File: src/rtl/ml_input_deserializer_if.sv
// Handshake bundle between the serial bit source, the deserializer and the detector core.
// The slave modport is the deserializer side; the master modport is the stream source and word sink.
interface ml_input_deserializer_if #(
    parameter int DATA_WIDTH = 8,
    parameter int DEPTH      = 16
);
    logic                    i_rx_vld;
    logic                    i_rx_bit;
    logic                    o_rx_rdy;
    logic                    o_word_vld;
    logic [DATA_WIDTH-1:0]   o_word_data;
    logic                    o_word_last;
    logic                    i_word_rdy;
    logic [$clog2(DEPTH):0]  o_fifo_cnt;

    modport slave (
        input  i_rx_vld,
        input  i_rx_bit,
        output o_rx_rdy,
        output o_word_vld,
        output o_word_data,
        output o_word_last,
        input  i_word_rdy,
        output o_fifo_cnt
    );

    modport master (
        output i_rx_vld,
        output i_rx_bit,
        input  o_rx_rdy,
        input  o_word_vld,
        input  o_word_data,
        input  o_word_last,
        output i_word_rdy,
        input  o_fifo_cnt
    );
endinterface

File: src/rtl/ml_input_deserializer.sv
// Packs an LSB-first serial bit stream into words, tags frame ends and buffers them
// in a first-word-fall-through FIFO toward the detector core. DATA_WIDTH must be at least 2.
module ml_input_deserializer #(
    parameter int DATA_WIDTH  = 8,
    parameter int DEPTH       = 16,
    parameter int FRAME_WORDS = 4
) (
    input  logic                  i_clk,
    input  logic                  i_reset,
    ml_input_deserializer_if.slave bus
);
    localparam int AW = $clog2(DEPTH);
    localparam int CW = AW + 1;
    localparam int BW = (DATA_WIDTH > 1) ? $clog2(DATA_WIDTH) : 1;
    localparam int FW = (FRAME_WORDS > 1) ? $clog2(FRAME_WORDS) : 1;
    localparam logic [BW-1:0] BIT_LAST   = BW'(DATA_WIDTH - 1);
    localparam logic [FW-1:0] FRAME_LAST = FW'(FRAME_WORDS - 1);
    localparam logic [CW-1:0] COUNT_FULL = CW'(DEPTH);

    logic [BW-1:0]         bit_cnt;
    logic [FW-1:0]         fw_cnt;
    logic [DATA_WIDTH-1:0] shift_reg;
    logic [DATA_WIDTH:0]   mem [DEPTH];
    logic [AW-1:0]         wr_ptr;
    logic [AW-1:0]         rd_ptr;
    logic [CW-1:0]         count;

    logic                  last_bit;
    logic                  rx_rdy;
    logic                  accept;
    logic                  push;
    logic                  pop;
    logic [DATA_WIDTH-1:0] word_in;

    // Only the word-completing bit is ever held back, and only by registered fullness.
    always_comb begin
        last_bit = (bit_cnt == BIT_LAST);
        rx_rdy   = ~(last_bit & (count == COUNT_FULL));
        accept   = bus.i_rx_vld & rx_rdy;
        push     = accept & last_bit;
        pop      = (count != '0) & bus.i_word_rdy;
        word_in  = {bus.i_rx_bit, shift_reg[DATA_WIDTH-1:1]};
    end

    always_ff @(posedge i_clk or posedge i_reset) begin
        if (i_reset) begin
            bit_cnt   <= '0;
            fw_cnt    <= '0;
            shift_reg <= '0;
        end else if (accept) begin
            shift_reg <= {bus.i_rx_bit, shift_reg[DATA_WIDTH-1:1]};
            bit_cnt   <= last_bit ? '0 : bit_cnt + BW'(1);
            if (push) begin
                fw_cnt <= (fw_cnt == FRAME_LAST) ? '0 : fw_cnt + FW'(1);
            end
        end
    end

    always_ff @(posedge i_clk or posedge i_reset) begin
        if (i_reset) begin
            for (int i = 0; i < DEPTH; i++) begin
                mem[i] <= '0;
            end
        end else if (push) begin
            mem[wr_ptr] <= {(fw_cnt == FRAME_LAST), word_in};
        end
    end

    // Simultaneous push and pop leave the occupancy unchanged.
    always_ff @(posedge i_clk or posedge i_reset) begin
        if (i_reset) begin
            wr_ptr <= '0;
            rd_ptr <= '0;
            count  <= '0;
        end else begin
            if (push) begin
                wr_ptr <= wr_ptr + AW'(1);
            end
            if (pop) begin
                rd_ptr <= rd_ptr + AW'(1);
            end
            if (push & ~pop) begin
                count <= count + CW'(1);
            end else if (pop & ~push) begin
                count <= count - CW'(1);
            end
        end
    end

    assign bus.o_rx_rdy    = rx_rdy;
    assign bus.o_word_vld  = (count != '0);
    assign bus.o_word_data = mem[rd_ptr][DATA_WIDTH-1:0];
    assign bus.o_word_last = mem[rd_ptr][DATA_WIDTH];
    assign bus.o_fifo_cnt  = count;
endmodule

File: src/flat_wrapper.sv
// flat-port wrapper written by rule: the top's interface ports become plain ports
module ml_input_deserializer_flat 
#(
    parameter int DATA_WIDTH  = 8,
    parameter int DEPTH       = 16,
    parameter int FRAME_WORDS = 4
)
  (i_clk, i_reset, bus_i_rx_vld, bus_i_rx_bit, bus_o_rx_rdy, bus_o_word_vld, bus_o_word_data, bus_o_word_last, bus_i_word_rdy, bus_o_fifo_cnt);
  ml_input_deserializer_if #(.DATA_WIDTH(DATA_WIDTH), .DEPTH(DEPTH)) bus_i ();
  input  logic i_clk;
  input  logic i_reset;
  input wire logic [$bits(bus_i.i_rx_vld)-1:0] bus_i_rx_vld;
  input wire logic [$bits(bus_i.i_rx_bit)-1:0] bus_i_rx_bit;
  output wire logic [$bits(bus_i.o_rx_rdy)-1:0] bus_o_rx_rdy;
  output wire logic [$bits(bus_i.o_word_vld)-1:0] bus_o_word_vld;
  output wire logic [$bits(bus_i.o_word_data)-1:0] bus_o_word_data;
  output wire logic [$bits(bus_i.o_word_last)-1:0] bus_o_word_last;
  input wire logic [$bits(bus_i.i_word_rdy)-1:0] bus_i_word_rdy;
  output wire logic [$bits(bus_i.o_fifo_cnt)-1:0] bus_o_fifo_cnt;
  assign bus_i.i_rx_vld = bus_i_rx_vld;
  assign bus_i.i_rx_bit = bus_i_rx_bit;
  assign bus_o_rx_rdy = bus_i.o_rx_rdy;
  assign bus_o_word_vld = bus_i.o_word_vld;
  assign bus_o_word_data = bus_i.o_word_data;
  assign bus_o_word_last = bus_i.o_word_last;
  assign bus_i.i_word_rdy = bus_i_word_rdy;
  assign bus_o_fifo_cnt = bus_i.o_fifo_cnt;
  ml_input_deserializer #(.DATA_WIDTH(DATA_WIDTH), .DEPTH(DEPTH), .FRAME_WORDS(FRAME_WORDS)) u_core (.i_clk(i_clk), .i_reset(i_reset), .bus(bus_i));
endmodule
File: config.mk
export PLATFORM = sky130hd
export DESIGN_NAME = ml_input_deserializer_flat
export DESIGN_NICKNAME = d
export VERILOG_FILES = /design/src/rtl/ml_input_deserializer_if.sv /design/src/rtl/ml_input_deserializer.sv /design/src/flat_wrapper.sv
export SDC_FILE = /design/constraint.sdc
export NUM_CORES = 1
export LEC_CHECK = 0
export ABC_CLOCK_PERIOD_IN_PS = 4900
export CAP_MARGIN = 15
export CELL_PAD_IN_SITES_DETAIL_PLACEMENT = 0
export CELL_PAD_IN_SITES_GLOBAL_PLACEMENT = 1
export CORE_ASPECT_RATIO = 1.5
export CORE_MARGIN = 3
export CORE_UTILIZATION = 48
export DETAILED_ROUTE_END_ITERATION = 12
export PLACE_DENSITY_LB_ADDON = 0.15
export SETUP_SLACK_MARGIN = 0.02
export SLEW_MARGIN = 20
export SYNTH_ARGS = -nofsm -noshare
export SYNTH_HDL_FRONTEND = slang
export SYNTH_SLANG_ARGS = --single-unit
File: constraint.sdc
create_clock -name i_clk -period 4.9 [get_ports i_clk]
set_clock_uncertainty 0.15 [all_clocks]
set_input_delay 0.49 -clock i_clk [delete_from_list [all_inputs] [get_ports i_clk]]
set_output_delay 0.49 -clock i_clk [all_outputs]
set_load 0.1 [all_outputs]
[After elaboration in Yosys (flattened, before gate mapping)]
Index checks and enable logic that the tools add are counted.
Storage, ports and cells
  output and inout bits: 16
  input port bits: 5
  register bits: 170
Cells by class
  reduce and logical (&&, ||, !) cells: 4
  $add $sub $neg: 6
  mux-type cells: 10
  magnitude comparators: 3
  bitwise gates (word level): 11
  eq/ne operators: 3
Operators with widths (number)
  $bwmux 144: 1
  $bmux 9 s4: 1
  $demux 9 s4: 1
  $mux 9: 3
  $ge 5x5->1 const B: 2
  $mux 5: 2
  $not 4->5: 2
  $add 4x1->4 const B: 2
  $and 1x1->1: 6
  $add 5x1->5 const B: 1
  $eq 5x5->1 const B: 1
  $lt 5x1->1 const B: 1
  $reduce_bool 5->1: 1
  $sub 5x1->5 const B: 1
  $add 3x1->3 const B: 1
  $eq 3x3->1 const B: 1
  $mux 3: 1
  $not 1->1: 3
  $add 2x1->2 const B: 1
  $eq 2x2->1 const B: 1
  $mux 2: 1
  $reduce_and 2->1: 1
  $reduce_bool 2->1: 1
  $logic_and 1x1->1: 1

[Logic depth before layout (Yosys ltp)]
  depth after elaboration: 9
  mapped depth: 11

[Worst setup path after synthesis]
OpenSTA, ideal clock, no wires.
  kind: register -> register
  start: reg u_core.count[1], in the netlist u_core.bus.o_fifo_cnt[1]
  end: reg u_core.count[4], in the netlist u_core.bus.o_fifo_cnt[4]
  clock period less this slack: 3.160 ns
  library setup time: 0.146 ns
  buffers on the path: 0
  stages on the path, launching flop included: 10
  arrival: 2.864 ns
  setup slack: 1.740 ns
  cells stage by stage: dfrtp_1 nor4_4 a31oi_1 ha_1 inv_1 ha_1 nor2b_1 o21a_1 o211ai_1 o311ai_0
On the way
  longest elaborated chain between the ends: 8
  elaborated cells on any way between the ends: 16
  classes of those cells: add/sub (2); eq/ne (1); mux (2); bitwise (9); reduce/logical (2)
Ends and longest elaborated chain
  start: declaration: RTL line ml_input_deserializer.sv:26  | logic [CW-1:0] count;
  start signal: assignment: RTL line ml_input_deserializer.sv:83  | count <= count + CW'(1);
  start signal: assignment: RTL line ml_input_deserializer.sv:85  | count <= count - CW'(1);
  $eq 5x5->1 (*): RTL line ml_input_deserializer.sv:38  | rx_rdy = ~(last_bit & (count == COUNT_FULL));
  $and 1x1->1 (*): RTL line ml_input_deserializer.sv:38
  $not 1->1 (*): RTL line ml_input_deserializer.sv:38
  $and 1x1->1 (*): RTL line ml_input_deserializer.sv:39  | accept = bus.i_rx_vld & rx_rdy;
  $and 1x1->1 (*): RTL line ml_input_deserializer.sv:40  | push = accept & last_bit;
  named net u_core.push: RTL line ml_input_deserializer.sv:31  | logic push;
  $not 1->1: RTL line ml_input_deserializer.sv:84  | end else if (pop & ~push) begin
  $and 1x1->1: RTL line ml_input_deserializer.sv:84
  $reduce_bool 2->1 (no source line)
The timed path passes the listed nets; every way through them passes the cells marked *. The select of a mux whose other input is x is not followed.
A chain may end at the register's enable or synchronous reset.

[Worst setup path after layout]
  start: reg u_core.rd_ptr[0]
  end: out bus_o_word_data[7]
On the way
  longest elaborated chain between the ends: 4
Ends and longest elaborated chain
  start: declaration: RTL line ml_input_deserializer.sv:25  | logic [AW-1:0] rd_ptr;
  start signal: assignment: RTL line ml_input_deserializer.sv:80  | rd_ptr <= rd_ptr + AW'(1);
  $not 4->5 (not written as such): RTL line ml_input_deserializer.sv:92  | assign bus.o_word_data = mem[rd_ptr][DATA_WIDTH-1:0];
  $bmux 9 s4: RTL line ml_input_deserializer.sv:92
  $mux 9 (not written as such) (2 in series): RTL line ml_input_deserializer.sv:92
  end: declaration: RTL line flat_wrapper.sv:16  | output wire logic [$bits(bus_i.o_word_data)-1:0] bus_o_word_data;
Every way passes these cells. The select of a mux whose other input is x is not followed.

==> metrics.json <==
{
  "cts_hold_buffers": {"value": 0},
  "syn-instance-count": {"value": 505},
  "antenna_cells_inserted": {"value": 0},
  "ys_async_sr_fraction": {"value": 100, "unit": "%"},
  "total_negative_setup_slacks": {"value": 0, "unit": "ns"},
  "layout_commonest_cell": {"value": "dfrtp_1"},
  "r2r_cells": {"value": 10},
  "synth-edff-count": {"value": 0},
  "synth_largest_type_area_fraction": {"value": 52.6, "unit": "%"},
  "post_synthesis_instance_area": {"value": 0.00804, "unit": "mm^2"},
  "drv_cap": {"value": 0},
  "report.power.total": {"value": 0.00525, "unit": "W"},
  "holdPathEnd": {"value": "u_core.mem[17]$_DFFE_PP0P_"},
  "synth_area_leaders": {"value": "dfrtp_1, mux2_2, mux4_2"},
  "final_period_minus_worst_setup_slack": {"value": 3.95, "unit": "ns"},
  "share_of_synthesized_area_occupied_by_flip_flops_and_latches": {"value": 52.6, "unit": "%"},
  "yosys.cell_types.count": {"value": 38},
  "worstHoldStart": {"value": "u_core.mem[17]$_DFFE_PP0P_"},
  "category_of_cells_accounting_for_the_largest_share_of_critical_path_delay": {"value": "buffers and inverters"},
  "clock_tree.root_cell": {"value": "clkbuf_16"},
  "clk_path_buf_depth": {"value": 2},
  "cts_max_level": {"value": 4},
  "cts_post_setup_buffers_inserted": {"value": 0},
  "port-buffer-count": {"value": 20},
  "drt-initial-drc-count": {"value": 150},
  "first_pass_iters": {"value": 4},
  "hold_path_depth": {"value": 1},
  "path_buf_inv": {"value": 2},
  "first_pass_grt_wire_length": {"value": 27100, "unit": "um"},
  "antenna_violating_nets_post_route": {"value": 0},
  "worst_setup_path_end_kind": {"value": "primary output"},
  "dr_total_vias": {"value": 4298},
  "min_period_over_period": {"value": 80.6, "unit": "%"},
  "highest_fanout_seen_on_the_critical_path": {"value": 26},
  "worst_ep_required_time": {"value": 4.26, "unit": "ns"},
  "synth_flop_cell": {"value": "dfrtp_1"},
  "start_util": {"value": 49.2, "unit": "%"},
  "critPathSlowestCell": {"value": "clkdlybuf4s50_1"},
  "synthesis.yosys.warnings": {"value": 0},
  "totalWireLength": {"value": 16300, "unit": "um"},
  "multiInputGateArea": {"value": 0.00364, "unit": "mm^2"},
  "nFillCells": {"value": 1348},
  "number_of_gates_resized_after_cts": {"value": 0},
  "core_region_area": {"value": 0.0163, "unit": "mm^2"},
  "p_per_area": {"value": 581, "unit": "mW/mm^2"},
  "postSynthNetCount": {"value": 523},
  "clkLatencyLatePin": {"value": 0.42, "unit": "ns"},
  "grt-ovfl-total": {"value": 0},
  "transition_time_of_the_tightest_slew_check_pin": {"value": 0.985, "unit": "ns"},
  "finalSetupViolations": {"value": 0},
  "total_leakage_power": {"value": 4.35, "unit": "nW"},
  "setup.worst_path.class": {"value": "reg -> out"},
  "r2r_end": {"value": "u_core.bus.o_fifo_cnt[4]$_DFFE_PP0P_"},
  "timing.critical_path.from_type": {"value": "flip-flop"},
  "first_global_vias": {"value": 4740},
  "synth-seq-cells": {"value": 169},
  "clock-sinks": {"value": 169},
  "clk_transition_reported_paths": {"value": 0.07, "unit": "ns"},
  "avgViaCountPerCell": {"value": 5.80},
  "io-pin-count": {"value": 21},
  "slew-limit-headroom": {"value": 34.2, "unit": "%"},
  "preCtsSetupSlack": {"value": 1.36, "unit": "ns"},
  "regToRegStartpoint": {"value": "u_core.bit_cnt[0]$_DFFE_PP0N_"},
  "status": {"value": "complete, no violations"},
  "design_area": {"value": 0.00903, "unit": "mm^2"},
  "cells_along_the_critical_path": {"value": "buf_12 -> mux4_2 -> a22oi_1 -> nand2_1 -> clkdlybuf4s50_1"},
  "yosysTopAreaCell": {"value": "dfrtp_1"},
  "routedWlPerCell": {"value": 22.0, "unit": "um"},
  "layout-area-overhead-vs-synth": {"value": 12.3, "unit": "%"},
  "chipHeight": {"value": 165, "unit": "um"},
  "grt_start_max_net_pins": {"value": 66},
  "setup_ws": {"value": 0.949, "unit": "ns"},
  "max_freq": {"value": 253, "unit": "MHz"},
  "final_hold_viol_count": {"value": 0},
  "grt.total_usage": {"value": 19.4, "unit": "%"},
  "proportion_of_layout_cells_with_a_drive_suffix_above_1": {"value": 47.7, "unit": "%"},
  "cts_tree": {"value": "done"},
  "design.final.nets": {"value": 540},
  "numCtsBuffers": {"value": 17},
  "drc": {"value": 0},
  "maxSlewViolCount": {"value": 0},
  "grt_antenna_before_repair": {"value": 0},
  "critPathMaxStageDelay": {"value": 0.97, "unit": "ns"},
  "final_cell_mix": {"value": "dfrtp_1, mux2_2, mux4_2"},
  "min-delay-path-class": {"value": "reg -> reg"},
  "die_outline_area": {"value": 0.0184, "unit": "mm^2"},
  "area_occupied_by_registers": {"value": 0.00423, "unit": "mm^2"},
  "place.detailed.hpwl": {"value": 11100, "unit": "um"},
  "core.rowCount": {"value": 57},
  "largest_reg_flops": {"value": 144},
  "syn_area_per_cell": {"value": 15.9, "unit": "um^2"},
  "placed_cell_area": {"value": 0.00844, "unit": "mm^2"},
  "rsz0062_at_grt": {"value": "false"},
  "critPathArrivalTime": {"value": 3.31, "unit": "ns"},
  "rrSetupSlack": {"value": 1.79, "unit": "ns"},
  "die_width": {"value": 112, "unit": "um"},
  "power.ir.vdd_worst": {"value": 559, "unit": "uV"},
  "gp_congestion": {"value": 0.772}
}
-- through the flow --
step	hold slack (ns)	instances	utilization [%]
floorplan	0.324	505	-
global placement	0.332	709	51.7
detailed placement	0.338	709	51.7
CTS	0.355	741	55.3
global route	0.365	741	55.3
finish	0.354	741	55.3
-- cell families (layout without fill, tap and decap cells) --
| group | after synthesis | after routing | share of synthesized area [%] |
|---|---|---|---|
| compound gates | 32 | 32 | 2.88 |
| buf+inv | 36 | 66 | 2.18 |
| mux | 193 | 193 | 33.3 |
| flops | 169 | 169 | 52.6 |
| xor+xnor | 9 | 9 | 0.980 |
| simple gates | 53 | 53 | 5.96 |
| fa+ha+maj | 13 | 13 | 2.12 |
-- how the worst max path moves through the flow --
stage	startpoint	slack, ns	depth (start not counted)	endpoint
after detailed placement	u_core.rd_ptr[0]$_DFFE_PP0P_	1.36	5	bus_o_word_data[7]
after global routing	u_core.rd_ptr[0]$_DFFE_PP0P_	0.72	5	bus_o_word_data[7]
after floorplan	u_core.bus.o_fifo_cnt[1]$_DFFE_PP0P_	1.74	9	u_core.bus.o_fifo_cnt[4]$_DFFE_PP0P_
after CTS	u_core.rd_ptr[0]$_DFFE_PP0P_	0.89	5	bus_o_word_data[2]
final	u_core.rd_ptr[0]$_DFFE_PP0P_	0.95	5	bus_o_word_data[7]
after global placement	u_core.rd_ptr[0]$_DFFE_PP0P_	1.34	5	bus_o_word_data[2]
-- synthesized netlist by cell type, types with 3 or more instances --
cell type  count
nand3_1        4
nor2b_1        5
and2_1         3
dfrtp_1      169
buf_2          5
clkbuf_1      16
ha_1          12
mux2_4        27
xor2_1         3
o21ai_0        3
nand4_4        9
nand4_2        7
mux2_2       129
inv_1          7
xnor2_1        6
nor2_1         5
buf_1          3
mux4_2        36
a22oi_1       18
o211ai_1       3
nand2_1       14
-- per-layer routing --
layer	up-vias	wire, um	track usage (%)
li1	1939	-	-
met4	0	218	6.20
met2	31	8810	34.4
met5	-	0	0
met3	11	282	3.56
met1	2317	7000	23.9
-- where the power goes --
group / internal (W) / switching, W / leakage (nW)
sequential: 0.00174 / 0.000354 / 2.28
clock: 0.000732 / 0.000614 / 0.291
combinational: 0.000792 / 0.00101 / 1.78
total: 0.00326 / 0.00198 / 4.35
-- layout make-up --
type	instances	share of cell area (%)
inverters	7	0.333
flip-flops and latches	169	46.8
clock inverters	15	1.84
repair buffers	27	3.13
clock buffers	17	4.71
multi-input cells	300	40.3
well taps	206	2.85
-- worst register-to-register path, cell delays in order (launching register included) --
cell      delay [ns]
dfrtp_1         0.40
ha_1            0.21
ha_1            0.23
a31oi_1         0.52
ha_1            0.37
inv_1           0.11
ha_1            0.33
nor2b_1         0.16
o21a_1          0.19
o211ai_1        0.16
o311ai_0        0.14
No activity file was read; power rests on OpenSTA's default activity.
